File: src/rtl/serial_add_pkg.sv
// Shared definitions for the bit-serial adder: controller states and default operand width.
package serial_add_pkg;

  localparam int DEFAULT_WIDTH = 8;

  typedef enum logic [1:0] {
    IDLE = 2'd0,
    RUN  = 2'd1,
    DONE = 2'd2
  } state_t;

endpackage

File: src/rtl/serial_add_ctrl_if.sv
// Operand/result bundle of the serial adder; the requester drives master, the adder is slave.
interface serial_add_ctrl_if
  import serial_add_pkg::*;
#(
  parameter int WIDTH = DEFAULT_WIDTH
);

  logic             start;
  logic [WIDTH-1:0] a;
  logic [WIDTH-1:0] b;
  logic             cin;
  logic             busy;
  logic             done;
  logic [WIDTH-1:0] sum;
  logic             cout;

  modport master (
    output start, a, b, cin,
    input  busy, done, sum, cout
  );

  modport slave (
    input  start, a, b, cin,
    output busy, done, sum, cout
  );

endinterface

File: src/rtl/serial_add_ctrl_fulladder.sv
// Single-bit combinational full adder; the serial adder reuses one instance for every bit.
module fulladder (
  input  logic a,
  input  logic b,
  input  logic cin,
  output logic sum,
  output logic carry
);

  assign sum   = a ^ b ^ cin;
  assign carry = (a & b) | (cin & (a ^ b));

endmodule

File: src/rtl/serial_add_ctrl.sv
// Bit-serial adder: one full adder walks the operands LSB first, one bit per clock,
// and the result is presented with a single-cycle done pulse.
module serial_add_ctrl
  import serial_add_pkg::*;
#(
  parameter int WIDTH = DEFAULT_WIDTH
) (
  input  logic               clk,
  input  logic               rst_n,
  serial_add_ctrl_if.slave   bus
);

  localparam int                CNT_W    = $clog2(WIDTH);
  localparam logic [CNT_W-1:0]  LAST_BIT = CNT_W'(WIDTH - 1);

  state_t             r_state;
  state_t             w_next;
  logic [WIDTH-1:0]   r_a;
  logic [WIDTH-1:0]   r_b;
  logic [WIDTH-1:0]   r_sum;
  logic               r_carry;
  logic [CNT_W-1:0]   r_cnt;
  logic               w_accept;
  logic               w_step;
  logic               w_last;
  logic               w_faSum;
  logic               w_faCarry;

  fulladder u_fa (
    .a     (r_a[r_cnt]),
    .b     (r_b[r_cnt]),
    .cin   (r_carry),
    .sum   (w_faSum),
    .carry (w_faCarry)
  );

  assign w_last = (r_cnt == LAST_BIT);

  always_ff @(posedge clk or negedge rst_n) begin
    if (!rst_n) begin
      r_state <= IDLE;
    end else begin
      r_state <= w_next;
    end
  end

  // A new start is taken from IDLE or straight out of DONE, never while running.
  always_comb begin
    w_next   = r_state;
    w_accept = 1'b0;
    w_step   = 1'b0;
    case (r_state)
      IDLE: begin
        if (bus.start) begin
          w_accept = 1'b1;
          w_next   = RUN;
        end
      end
      RUN: begin
        w_step = 1'b1;
        if (w_last) begin
          w_next = DONE;
        end
      end
      DONE: begin
        if (bus.start) begin
          w_accept = 1'b1;
          w_next   = RUN;
        end else begin
          w_next = IDLE;
        end
      end
      default: w_next = IDLE;
    endcase
  end

  // The counter parks on the last bit instead of wrapping; the carry register doubles as cout.
  always_ff @(posedge clk or negedge rst_n) begin
    if (!rst_n) begin
      r_a     <= '0;
      r_b     <= '0;
      r_sum   <= '0;
      r_carry <= 1'b0;
      r_cnt   <= '0;
    end else if (w_accept) begin
      r_a     <= bus.a;
      r_b     <= bus.b;
      r_carry <= bus.cin;
      r_cnt   <= '0;
    end else if (w_step) begin
      r_sum[r_cnt] <= w_faSum;
      r_carry      <= w_faCarry;
      if (!w_last) begin
        r_cnt <= r_cnt + 1'b1;
      end
    end
  end

  assign bus.busy = (r_state == RUN);
  assign bus.done = (r_state == DONE);
  assign bus.sum  = r_sum;
  assign bus.cout = r_carry;

endmodule

File: src/flat_wrapper.sv
// flat-port wrapper written by rule: the top's interface ports become plain ports
module serial_add_ctrl_flat import serial_add_pkg::*;
#(
  parameter int WIDTH = DEFAULT_WIDTH
)
  (clk, rst_n, bus_start, bus_a, bus_b, bus_cin, bus_busy, bus_done, bus_sum, bus_cout);
  serial_add_ctrl_if #(.WIDTH(WIDTH)) bus_i ();
  input  logic clk;
  input  logic rst_n;
  input wire logic [$bits(bus_i.start)-1:0] bus_start;
  input wire logic [$bits(bus_i.a)-1:0] bus_a;
  input wire logic [$bits(bus_i.b)-1:0] bus_b;
  input wire logic [$bits(bus_i.cin)-1:0] bus_cin;
  output wire logic [$bits(bus_i.busy)-1:0] bus_busy;
  output wire logic [$bits(bus_i.done)-1:0] bus_done;
  output wire logic [$bits(bus_i.sum)-1:0] bus_sum;
  output wire logic [$bits(bus_i.cout)-1:0] bus_cout;
  assign bus_i.start = bus_start;
  assign bus_i.a = bus_a;
  assign bus_i.b = bus_b;
  assign bus_i.cin = bus_cin;
  assign bus_busy = bus_i.busy;
  assign bus_done = bus_i.done;
  assign bus_sum = bus_i.sum;
  assign bus_cout = bus_i.cout;
  serial_add_ctrl #(.WIDTH(WIDTH)) u_core (.clk(clk), .rst_n(rst_n), .bus(bus_i));
endmodule
File: config.mk
export PLATFORM = sky130hd
export DESIGN_NAME = serial_add_ctrl_flat
export DESIGN_NICKNAME = d
export VERILOG_FILES = /design/src/rtl/serial_add_pkg.sv /design/src/rtl/serial_add_ctrl_if.sv /design/src/rtl/serial_add_ctrl_fulladder.sv /design/src/rtl/serial_add_ctrl.sv /design/src/flat_wrapper.sv
export SDC_FILE = /design/constraint.sdc
export NUM_CORES = 1
export LEC_CHECK = 0
export BUFFER_PORTS_ARGS = -buffer_cell sky130_fd_sc_hd__buf_4
export CORE_ASPECT_RATIO = 1.1
export CORE_MARGIN = 2
export CORE_UTILIZATION = 40
export DETAILED_ROUTE_END_ITERATION = 7
export GPL_ROUTABILITY_DRIVEN = 0
export PLACE_DENSITY_LB_ADDON = 0.1
export SLEW_MARGIN = 30
export SYNTH_ARGS = -nofsm -noshare
export SYNTH_HDL_FRONTEND = slang
export SYNTH_SLANG_ARGS = --single-unit
File: constraint.sdc
create_clock -name clk -period 4.04 [get_ports clk]
set_clock_uncertainty 0.05 [all_clocks]
set_input_delay 0.404 -clock clk [delete_from_list [all_inputs] [get_ports clk]]
set_output_delay 0.404 -clock clk [all_outputs]
set_load 0.005 [all_outputs]
* Word-level counts from Yosys, hierarchy flattened
Cells that the tools add are included.
** Cells by class
- Eq/ne operators :: 6
- Reduce and logical (&&, ||, !) cells :: 7
- Muxes and demuxes :: 19
- $add $sub $neg :: 1
- $lt $le $gt $ge :: 2
- Bitwise operators :: 6
** Operator list (number)
- $mux W1 :: 9
- $mux W3 :: 3
- $bwmux W8 :: 1
- $bmux W1 S3 :: 2
- $pmux W2 S3 :: 1
- $reduce_and A2 Y1 :: 3
- $lt A3 B4 Y1 const B :: 1
- $mux W2 :: 2
- $ne A2 B1 Y1 const B :: 2
- $add A3 B1 Y3 const B :: 1
- $demux W1 S3 :: 1
- $eq A3 B3 Y1 const B :: 1
- $ge A3 B1 Y1 const B :: 1
- $and A1 B1 Y1 :: 2
- $eq A2 B1 Y1 const B :: 1
- $eq A2 B2 Y1 const B :: 1
- $logic_not A2 Y1 :: 1
- $ne A2 B2 Y1 const B :: 1
- $reduce_bool A2 Y1 :: 1
- $reduce_or A2 Y1 :: 1
- $xor A1 B1 Y1 :: 2
- $logic_and A1 B1 Y1 :: 1
- $not A1 Y1 :: 1
- $or A1 B1 Y1 :: 1
** Storage, ports and cells
- Input bits :: 20
- Logic and storage cells :: 47
- Output and inout port bits :: 11
- Register bits :: 30

* Longest topological paths before layout
Gate-level depths: netlist of the first run.
- Depth after elaboration :: 7
- Depth in mapped cells :: 7
- Gate-level depth less buffers :: 6

* By module
From an unflattened synthesis of the first run, not the netlist that was laid out.
** Second synthesis, totals
- Cell total of the unflattened synthesis :: 140
- Area, all modules :: 1427.6 um2
** Modules (own cells, without submodules)
- serial_add_ctrl :: instances 1, area an instance 1407.6 um2, cells each 139, seq. area each 750.7 um2
- fulladder :: instances 1, area an instance 20.0 um2, cells each 1, seq. area each 0.0 um2

* Least setup slack after synthesis of the first run
No wires, ideal clock.
- Kind :: register -> register
- Start point :: register u_core.r_cnt[0]
- End point :: register u_core.r_sum[4] (netlist: u_core.bus.sum[4])
- Data arrival time :: 2.082 ns
- Slack :: 1.781 ns
- Buffers on the path :: 1
- Cell stages (with the launch flop) :: 6
- Cell sequence :: dfrtp_1 > buf_6 > mux4_1 > mux2_2 > fa_1 > mux2_1
** Between the ends
- Cells in the longest elaborated chain, start to end :: 5
- Elaborated cells between the ends (all ways) :: 12
- Those cells by class :: order compare: 2; mux: 7; bitwise: 2; reduce/logical: 1
** RTL lines
- start, declared :: RTL line serial_add_ctrl.sv:22 : logic [CNT_W-1:0] r_cnt;
- start signal, assigned :: RTL line serial_add_ctrl.sv:94 : r_cnt <= r_cnt + 1'b1;
- $bmux W1 S3 (on tied branches) :: RTL line serial_add_ctrl.sv:30, serial_add_ctrl.sv:31
- $mux W1 (on tied branches) :: RTL line serial_add_ctrl.sv:30, serial_add_ctrl.sv:31
- $xor A1 B1 Y1 * (2 in series) :: RTL line serial_add_ctrl_fulladder.sv:10 : assign sum = a ^ b ^ cin;
- named net u_core.u_fa.sum :: RTL line serial_add_ctrl_fulladder.sv:6 : output logic sum,
- $bwmux W8 * :: RTL line serial_add_ctrl.sv:91 : r_sum[r_cnt] <= w_faSum;
- end signal, assigned by index :: RTL line serial_add_ctrl.sv:91
- end, declared :: RTL line serial_add_ctrl.sv:20 : logic [WIDTH-1:0] r_sum;
The timed path passes the listed nets; every way through them passes the cells marked *. The select of a mux whose other input is x is not followed.
A chain may end at the register's enable or synchronous reset.

* Worst setup path in the final report of the first run
Same ends and word-level chain as after synthesis.

==> impl_metrics.ini, run 1 <==
[timing]
setup_violations = 0
fin_crit_ps = 2680
fin_tns_setup_ps = 0
finalCritPeriodShare_pct = 66.4
finalHoldViolations = 0
slew_viol_final = 0
tightest_slew_ps = 757
fmax_ghz = 0.373
max-slew-margin-rel_pct = 49.5
rsz0062_at_grt = false

[floorplan]
initial_core_util_pct = 42.2
die_h_um = 66.7
die_x_um = 61.0
core_area_um2 = 3390
dieArea_um2 = 4060
pin_count = 31
fp-row-count = 22

[setup_path]
crit_path_end_kind = flop
cp-start-kind = flop
critPathMaxStageDelay_ps = 680
critical_path_class = flop to flop
cp.required_ps = 4190
cp_max_fo = 17
slowest_stage = dfrtp_1
arrival_ps = 2840
path_cells = mux4_1, mux2_2, fa_1, mux2_1

[clock_tree]
cts_made_buffers = 5
ctsHtreeMaxLevel = 2
path_clk_slew_ps = 90
clock_latency_ps = 320
clock_path_buffers = 2
cts_sinks = 30
post_cts_buffers = 0
cts_tree = yes
cts_resized = 0
root_buffer = clkbuf_4

[pwr]
p_leak_nw = 0.857
powerDensity_nw_per_um2 = 773
ir_drop_uv = 277
design_power_total_w = 0.00133

[yosys]
ys_seq_elements = 30
ys_warn_count = 0
syn_nets = 163
ys.flop_type = dfrtp_1
synth_area_leader_cell = dfrtp_1
synthArstFlopShare_pct = 100
synth_cell_types = 30
syn_avg_cell_area_um2 = 10.2
yosysSeqAreaShare_pct = 52.6
yosysMostFrequentCell = nand2_1
synthTopCellsByCount = nand2_1, dfrtp_1, mux2_1, buf_2
syn_inst = 140
synth_enable_flop_cells = 0
yosys-top-cells-area = dfrtp_1, nand2_1, mux2_1
synth_area_um2 = 1430
synth.top_cell.area_share_pct = 52.6

[cells_and_area]
nets = 192
diodes = 0
syn_to_final_growth_pct = 20.8
final_layout_size_suffix_gt1_share_pct = 24.9

[detailed_routing]
vias = 1067
ant_nets = 0
drc = 0
viasPerCell = 4.92
drt_first_pass_iters = 4
drt-total-wl_um = 2790
wl_per_cell_um = 12.8
drt-initial-drc-count = 39

[global_routing]
gr-usage-met1_pct = 19.6
globalRouteOverflowTotal = 0
antenna_found_initial = 0
first_global_vias = 1072
grt_use_met3_pct = 5.83
grtUsageMet2_pct = 26.9
grt_pass1_wl_um = 4880
grt_max_degree = 31
grt-busiest-layer = met2
track_usage_pct = 16.6

[run_status]
status = finished, final reports clean

[placement]
dpl.hpwl_um = 1980
port_buffers = 30

[min_path]
hp-class = primary input to flop

[job]
maxCapViolations = 0
-- final timing paths --
path	start	endpoint	slack [ps]	cells past startpoint
setup / recovery	u_core.r_cnt[0]$_DFFE_PN0P_	u_core.bus.sum[4]$_DFFE_PN0P_	1360	4
hold / removal	bus_a[7]	u_core.r_a[7]$_DFFE_PN0P_	210	3
setup reg to reg	u_core.r_cnt[0]$_DFFE_PN0P_	u_core.bus.sum[4]$_DFFE_PN0P_	1360	4
hold reg to reg	u_core.r_b[1]$_DFFE_PN0P_	u_core.r_b[1]$_DFFE_PN0P_	430	2
max in group asynchronous	rst_n	u_core.bus.sum[7]$_DFFE_PN0P_	3170	2
min in group asynchronous	rst_n	u_core.r_cnt[0]$_DFFE_PN0P_	500	2
-- what timing repair did --
action,in CTS,in global routing
endpoints found under the setup margin,0,0
hold buffers,1,0
endpoints found under the hold margin,30,0
-- power by group --
| group | switching (W) | internal, W | total, W |
|---|---|---|---|
| registers | 0.000137 | 0.000446 | 0.000583 |
| clock network | 0.0000945 | 0.0000655 | 0.000160 |
| logic | 0.000273 | 0.000317 | 0.000590 |
-- worst max-delay path: cells and delay by family, from the launching register on --
kind                     cells  cell delay, ps
adder cells (fa/ha/maj)      1             580
flip-flops                   1             680
multiplexers                 3            1250
-- registers in the layout (all words and copies together), names as in the netlist --
signal           flops
u_core.r_b           8
u_core.r_state       2
u_core.bus.cout      1
u_core.r_cnt         3
u_core.bus.sum       8
u_core.r_a           8
-- area by class of cell --
| type | instances | area [µm²] |
|---|---|---|
| clock buffers | 7 | 45.0 |
| fillers | 333 | 1660 |
| inverters | 2 | 7.51 |
| multi-input cells | 98 | 618 |
| flip-flops and latches | 30 | 751 |
| well taps | 48 | 60.1 |
| repair buffers | 32 | 243 |
-- placed cells by master (no fill, tap or decap), drive strengths merged, types with 3 or more instances in the layout --
cell type	instances
o21ai	4
nor3b	3
nand2	51
buf	31
dfrtp	30
nand3	4
clkbuf	7
nand3b	3
mux2	10
nor2b	3
-- kinds of logic after synthesis --
family                     count (synthesis)  share of synthesized area [%]
adders and majority gates                  3                           3.15
AOI/OAI and AO/OA                         10                           4.82
buffers and inverters                     12                           4.12
muxes                                     13                           12.3
DFF                                       30                           52.6
and+or+nand+nor                           72                           23.1
-- per-layer routing --
metal,vias up,part of all wire (%)
met3,7,5.7
met2,27,50
li1,523,-
met4,0,2.2
met1,510,42
met5,-,0
-- per-stage QoR --
step | setup WS [ps] | utilization, % | instances | hold slack (ps) | instance area, µm²
floorplan | 1780 | - | 140 | 58.4 | 1430
global placement | 1470 | 49.3 | 209 | 297 | 1670
detailed placement | 1380 | 49.3 | 209 | 304 | 1670
CTS | 1370 | 50.9 | 217 | 200 | 1720
global route | 1260 | 50.9 | 217 | 195 | 1720
finish | 1360 | 50.9 | 217 | 213 | 1720
(Power assumes the default switching activity.)
==> inputs of run 2 (changes only) <==
clock period = 2.8 ns   (was 4.04 ns; I/O delays follow)
==> impl_metrics.ini, run 2 (synthesis gave the netlist of run 1 again) <==
[global_routing]
grt_max_degree = 31
antenna_found_initial = 0
globalRouteOverflowTotal = 0
track_usage_pct = 15.9
first_global_vias = 1011
grt_pass1_wl_um = 4660

[timing]
tightest_slew_ps = 763
rsz0062_at_grt = false
setup_violations = 0
max-slew-margin-rel_pct = 49.1
fin_crit_ps = 2420
fin_tns_setup_ps = 0
finalHoldViolations = 0
fmax_ghz = 0.413
slew_viol_final = 0
finalCritPeriodShare_pct = 86.4

[pwr]
ir_drop_uv = 469
internal_power_w = 0.00123
p_sw_w = 0.000715
clockPowerShare_pct = 13.3
pwr-share-seq_pct = 41.7
netSwitchingFraction_pct = 36.7
powerDensity_nw_per_um2 = 1120
p_leak_nw = 0.872
p_comb_share_pct = 45.0

[floorplan]
initial_core_util_pct = 42.2
pin_count = 31
die_x_um = 61.0
dieArea_um2 = 4060
die_h_um = 66.7
core_area_um2 = 3390
fp-row-count = 22

[cells_and_area]
final_cell_mix = nand2_1, buf_4, dfrtp_1, mux2_1, clkbuf_4
num-fill-cells = 338
final_common_cell = nand2_1
nets = 193
diodes = 0
final_layout_size_suffix_gt1_share_pct = 26.3
fin_cells = 219
syn_to_final_growth_pct = 22.3

[setup_path]
cp_max_fo = 18
critical_path_class = flop to flop
cp.required_ps = 2960
ff2ff_path_depth = 4
crit_path_end_kind = flop
rr_startpoint = u_core.r_cnt[1]$_DFFE_PN0P_
reg2reg_to = u_core.bus.sum[4]$_DFFE_PN0P_
rrSetupSlack_ps = 380
arrival_ps = 2580
cp-start-kind = flop

[detailed_routing]
drt-initial-drc-count = 41
drc = 0
vias = 1028
ant_nets = 0
drt_first_pass_iters = 4
viasPerCell = 4.69
wl_per_cell_um = 12.0
drt-total-wl_um = 2630

[clock_tree]
root_buffer = clkbuf_4
cts_hold_buf = 1
path_clk_slew_ps = 90
cts_made_buffers = 5
clock_latency_ps = 320
post_cts_buffers = 0
cts_resized = 0
cts_tree = yes
clock_path_buffers = 2
ctsHtreeMaxLevel = 2
cts_sinks = 30

[min_path]
worstHoldPathCells = 3
min_to = u_core.r_a[0]$_DFFE_PN0P_
hp-class = primary input to flop
holdCritStartpoint = bus_a[0]

[run_status]
status = finished, final reports clean

[placement]
dp_cells = 210
dpl.hpwl_um = 1900
port_buffers = 30

[job]
maxCapViolations = 0
==> run 2: changes by cell type in the layout (fill, tap and decap cells not counted), sizes merged <==
| cell | delta |
|---|---|
| buf | +1 |
| clkinv | +1 |
==> run 2: area by class of cell <==
type / instances / area, µm² / area share, %
clock buffer: 7 / 55.1 / 3.15
clock inverter: 1 / 5.00 / 0.287
inverter: 2 / 7.51 / 0.430
multi-input combinational: 98 / 618 / 35.4
sequential: 30 / 751 / 43.0
tap: 48 / 60.1 / 3.44
timing repair buffer: 33 / 250 / 14.3
==> run 2: worst max-delay path by stage <==
stage	start	end	slack (ps)	cells past startpoint
2_1_floorplan	u_core.r_cnt[0]$_DFFE_PN0P_	u_core.bus.sum[4]$_DFFE_PN0P_	540	5
6_report	u_core.r_cnt[1]$_DFFE_PN0P_	u_core.bus.sum[4]$_DFFE_PN0P_	380	4
4_1_cts	u_core.r_cnt[1]$_DFFE_PN0P_	u_core.bus.sum[4]$_DFFE_PN0P_	390	4
3_5_place_dp	u_core.r_cnt[1]$_DFFE_PN0P_	u_core.bus.sum[4]$_DFFE_PN0P_	390	4
3_3_place_gp	u_core.r_cnt[1]$_DFFE_PN0P_	u_core.bus.sum[4]$_DFFE_PN0P_	460	4
5_1_grt	u_core.r_cnt[1]$_DFFE_PN0P_	u_core.bus.sum[4]$_DFFE_PN0P_	240	5
==> run 2: routing by layer <==
metal | GRT usage (%) | routed length [µm]
met1 | 20.1 | 1230
met2 | 25.0 | 1220
met3 | 6.21 | 135
met4 | 4.89 | 44
met5 | 0 | 0
==> run 2: power groups by stage <==
| stage | Sequential [W] | Combinational [W] | Clock (W) |
|---|---|---|---|
| after floorplan | 0.000747 | 0.000681 | 0 |
| after global placement | 0.000821 | 0.000860 | 0 |
| after detailed placement | 0.000828 | 0.000889 | 0 |
| after CTS | 0.000818 | 0.000895 | 0.000272 |
| after global routing | 0.000846 | 0.000991 | 0.000295 |
| final | 0.000812 | 0.000878 | 0.000259 |
==> run 2: through the flow <==
| stage | utilization [%] | hold WS (ps) | power (W) | area [µm²] | worst slack (ps) |
|---|---|---|---|---|---|
| final | 51.6 | 91.2 | 0.00195 | 1750 | 380 |
| after global routing | 51.6 | 73.0 | 0.00213 | 1750 | 242 |
| after CTS | 51.6 | 76.7 | 0.00198 | 1750 | 386 |
| after detailed placement | 49.5 | 180 | 0.00172 | 1680 | 394 |
| after global placement | 49.5 | 175 | 0.00168 | 1680 | 465 |
| after floorplan | - | -65.6 | 0.00143 | 1430 | 541 |
==> run 2: critical path: stages, from the launching register on <==
cell     delay [ps]
dfrtp_1         680
mux4_1          370
mux2_2          290
fa_1            570
mux2_1          340
==> inputs of run 3 (changes only) <==
CORE_UTILIZATION = 53   (was 40)
==> impl_metrics.ini, run 3 (synthesis gave the netlist of run 1 again) <==
[run_status]
status = finished, final reports clean

[cells_and_area]
final_common_cell = nand2_1
fin_cells = 202
final_layout_size_suffix_gt1_share_pct = 26.9
final_cell_mix = nand2_1, buf_4, dfrtp_1, mux2_1, clkbuf_4
syn_to_final_growth_pct = 22.2
nets = 193
utilization_pct = 69.2
diodes = 0

[detailed_routing]
vias = 1059
drt_first_pass_iters = 4
viasPerCell = 5.24
ant_nets = 0
drt-initial-drc-count = 14
drt-total-wl_um = 2650
wl_per_cell_um = 13.1
drc = 0

[clock_tree]
ctsHtreeMaxLevel = 2
cts_sinks = 30
clock_path_buffers = 2
path_clk_slew_ps = 90
root_buffer = clkbuf_4
cts_tree = yes
cts_made_buffers = 5
post_cts_buffers = 0
clock_latency_ps = 330

[pwr]
clockPowerShare_pct = 15.9
powerDensity_nw_per_um2 = 1150
p_comb_share_pct = 43.4
pwr-share-seq_pct = 40.7
ir_drop_uv = 691
p_leak_nw = 0.881
internal_power_w = 0.00128
netSwitchingFraction_pct = 36.1
p_sw_w = 0.000725

[setup_path]
rrSetupSlack_ps = 410
crit_path_end_kind = flop
cp_max_fo = 18
critical_path_class = flop to flop
cp-start-kind = flop
cp.required_ps = 2970
arrival_ps = 2570

[timing]
fmax_ghz = 0.418
finalCritPeriodShare_pct = 85.5
max-slew-margin-rel_pct = 50.0
rsz0062_at_grt = false
finalHoldViolations = 0
slew_viol_final = 0
fin_crit_ps = 2390
whs_ps = 77.9
setup_violations = 0
fin_tns_setup_ps = 0
tightest_slew_ps = 749

[global_routing]
first_global_vias = 1025
grt_pass1_wl_um = 4730
antenna_found_initial = 0
track_usage_pct = 21.3
grt_max_degree = 31
globalRouteOverflowTotal = 0

[placement]
dpl.hpwl_um = 1900
dp_cells = 193
port_buffers = 30

[floorplan]
pin_count = 31
die_x_um = 53.5
initial_core_util_pct = 56.7
core_area_um2 = 2520
fp-row-count = 19
dieArea_um2 = 3130
die_h_um = 58.4

[job]
maxCapViolations = 0

[min_path]
hp-class = primary input to flop
[run 3: changes by cell type in the layout (fill, tap and decap cells not counted)]
cell,delta
clkbuf_8,+2
clkbuf_1,-1
clkinv_2,-1
[run 3: final timing paths]
check / from / to / cells past startpoint
setup / recovery: u_core.r_cnt[1]$_DFFE_PN0P_ / u_core.bus.sum[3]$_DFFE_PN0P_ / 5
hold / removal: bus_b[0] / u_core.r_b[0]$_DFFE_PN0P_ / 3
setup reg to reg: u_core.r_cnt[1]$_DFFE_PN0P_ / u_core.bus.sum[3]$_DFFE_PN0P_ / 5
hold reg to reg: u_core.r_b[1]$_DFFE_PN0P_ / u_core.r_b[1]$_DFFE_PN0P_ / 2
max in group asynchronous: rst_n / u_core.r_b[1]$_DFFE_PN0P_ / 2
min in group asynchronous: rst_n / u_core.bus.sum[2]$_DFFE_PN0P_ / 2
[run 3: repair_timing]
item / in CTS / in global routing
resized for setup: 0 / 0
hold endpoints to repair: 30 / 0
endpoints found under the setup margin: 0 / 0
hold buffers: 1 / 0
[run 3: layout make-up]
class                   instances  area, µm²
inverters                       2       7.51
flip-flops and latches         30        751
well taps                      31       38.8
fillers                       208        776
clock buffers                   8       78.8
multi-input cells              98        618
repair buffers                 33        250
[run 3: stage by stage]
step                setup slack, ps  power (W)  instance area (µm²)
floorplan                       541    0.00143                 1430
global placement                487    0.00166                 1660
detailed placement              420    0.00171                 1660
CTS                             397    0.00204                 1740
global route                    187    0.00220                 1740
finish                          406    0.00201                 1740
[run 3: critical path, cell delays in order, from the launching register on]
cell      delay (ps)
dfrtp_1          680
mux2i_1          150
a21o_1           200
a221oi_1         320
fa_1             560
mux2_1           320
[run 3: power groups by stage]
| stage | Clock (W) | Sequential [W] | Combinational [W] |
|---|---|---|---|
| final | 0.000319 | 0.000816 | 0.000870 |
| after global routing | 0.000349 | 0.000846 | 0.00101 |
| after CTS | 0.000330 | 0.000818 | 0.000887 |
| after detailed placement | 0 | 0.000828 | 0.000884 |
| after global placement | 0 | 0.000815 | 0.000849 |
| after floorplan | 0 | 0.000747 | 0.000681 |
[run 3: layer usage]
metal	vias up	wire, µm	global-route usage [%]	share of wire (%)
li1	524	-	-	-
met1	498	1140	28.3	43
met2	30	1320	32.1	50
met4	0	46	7.69	1.7
met5	-	0	0	0
met3	7	143	7.61	5.4
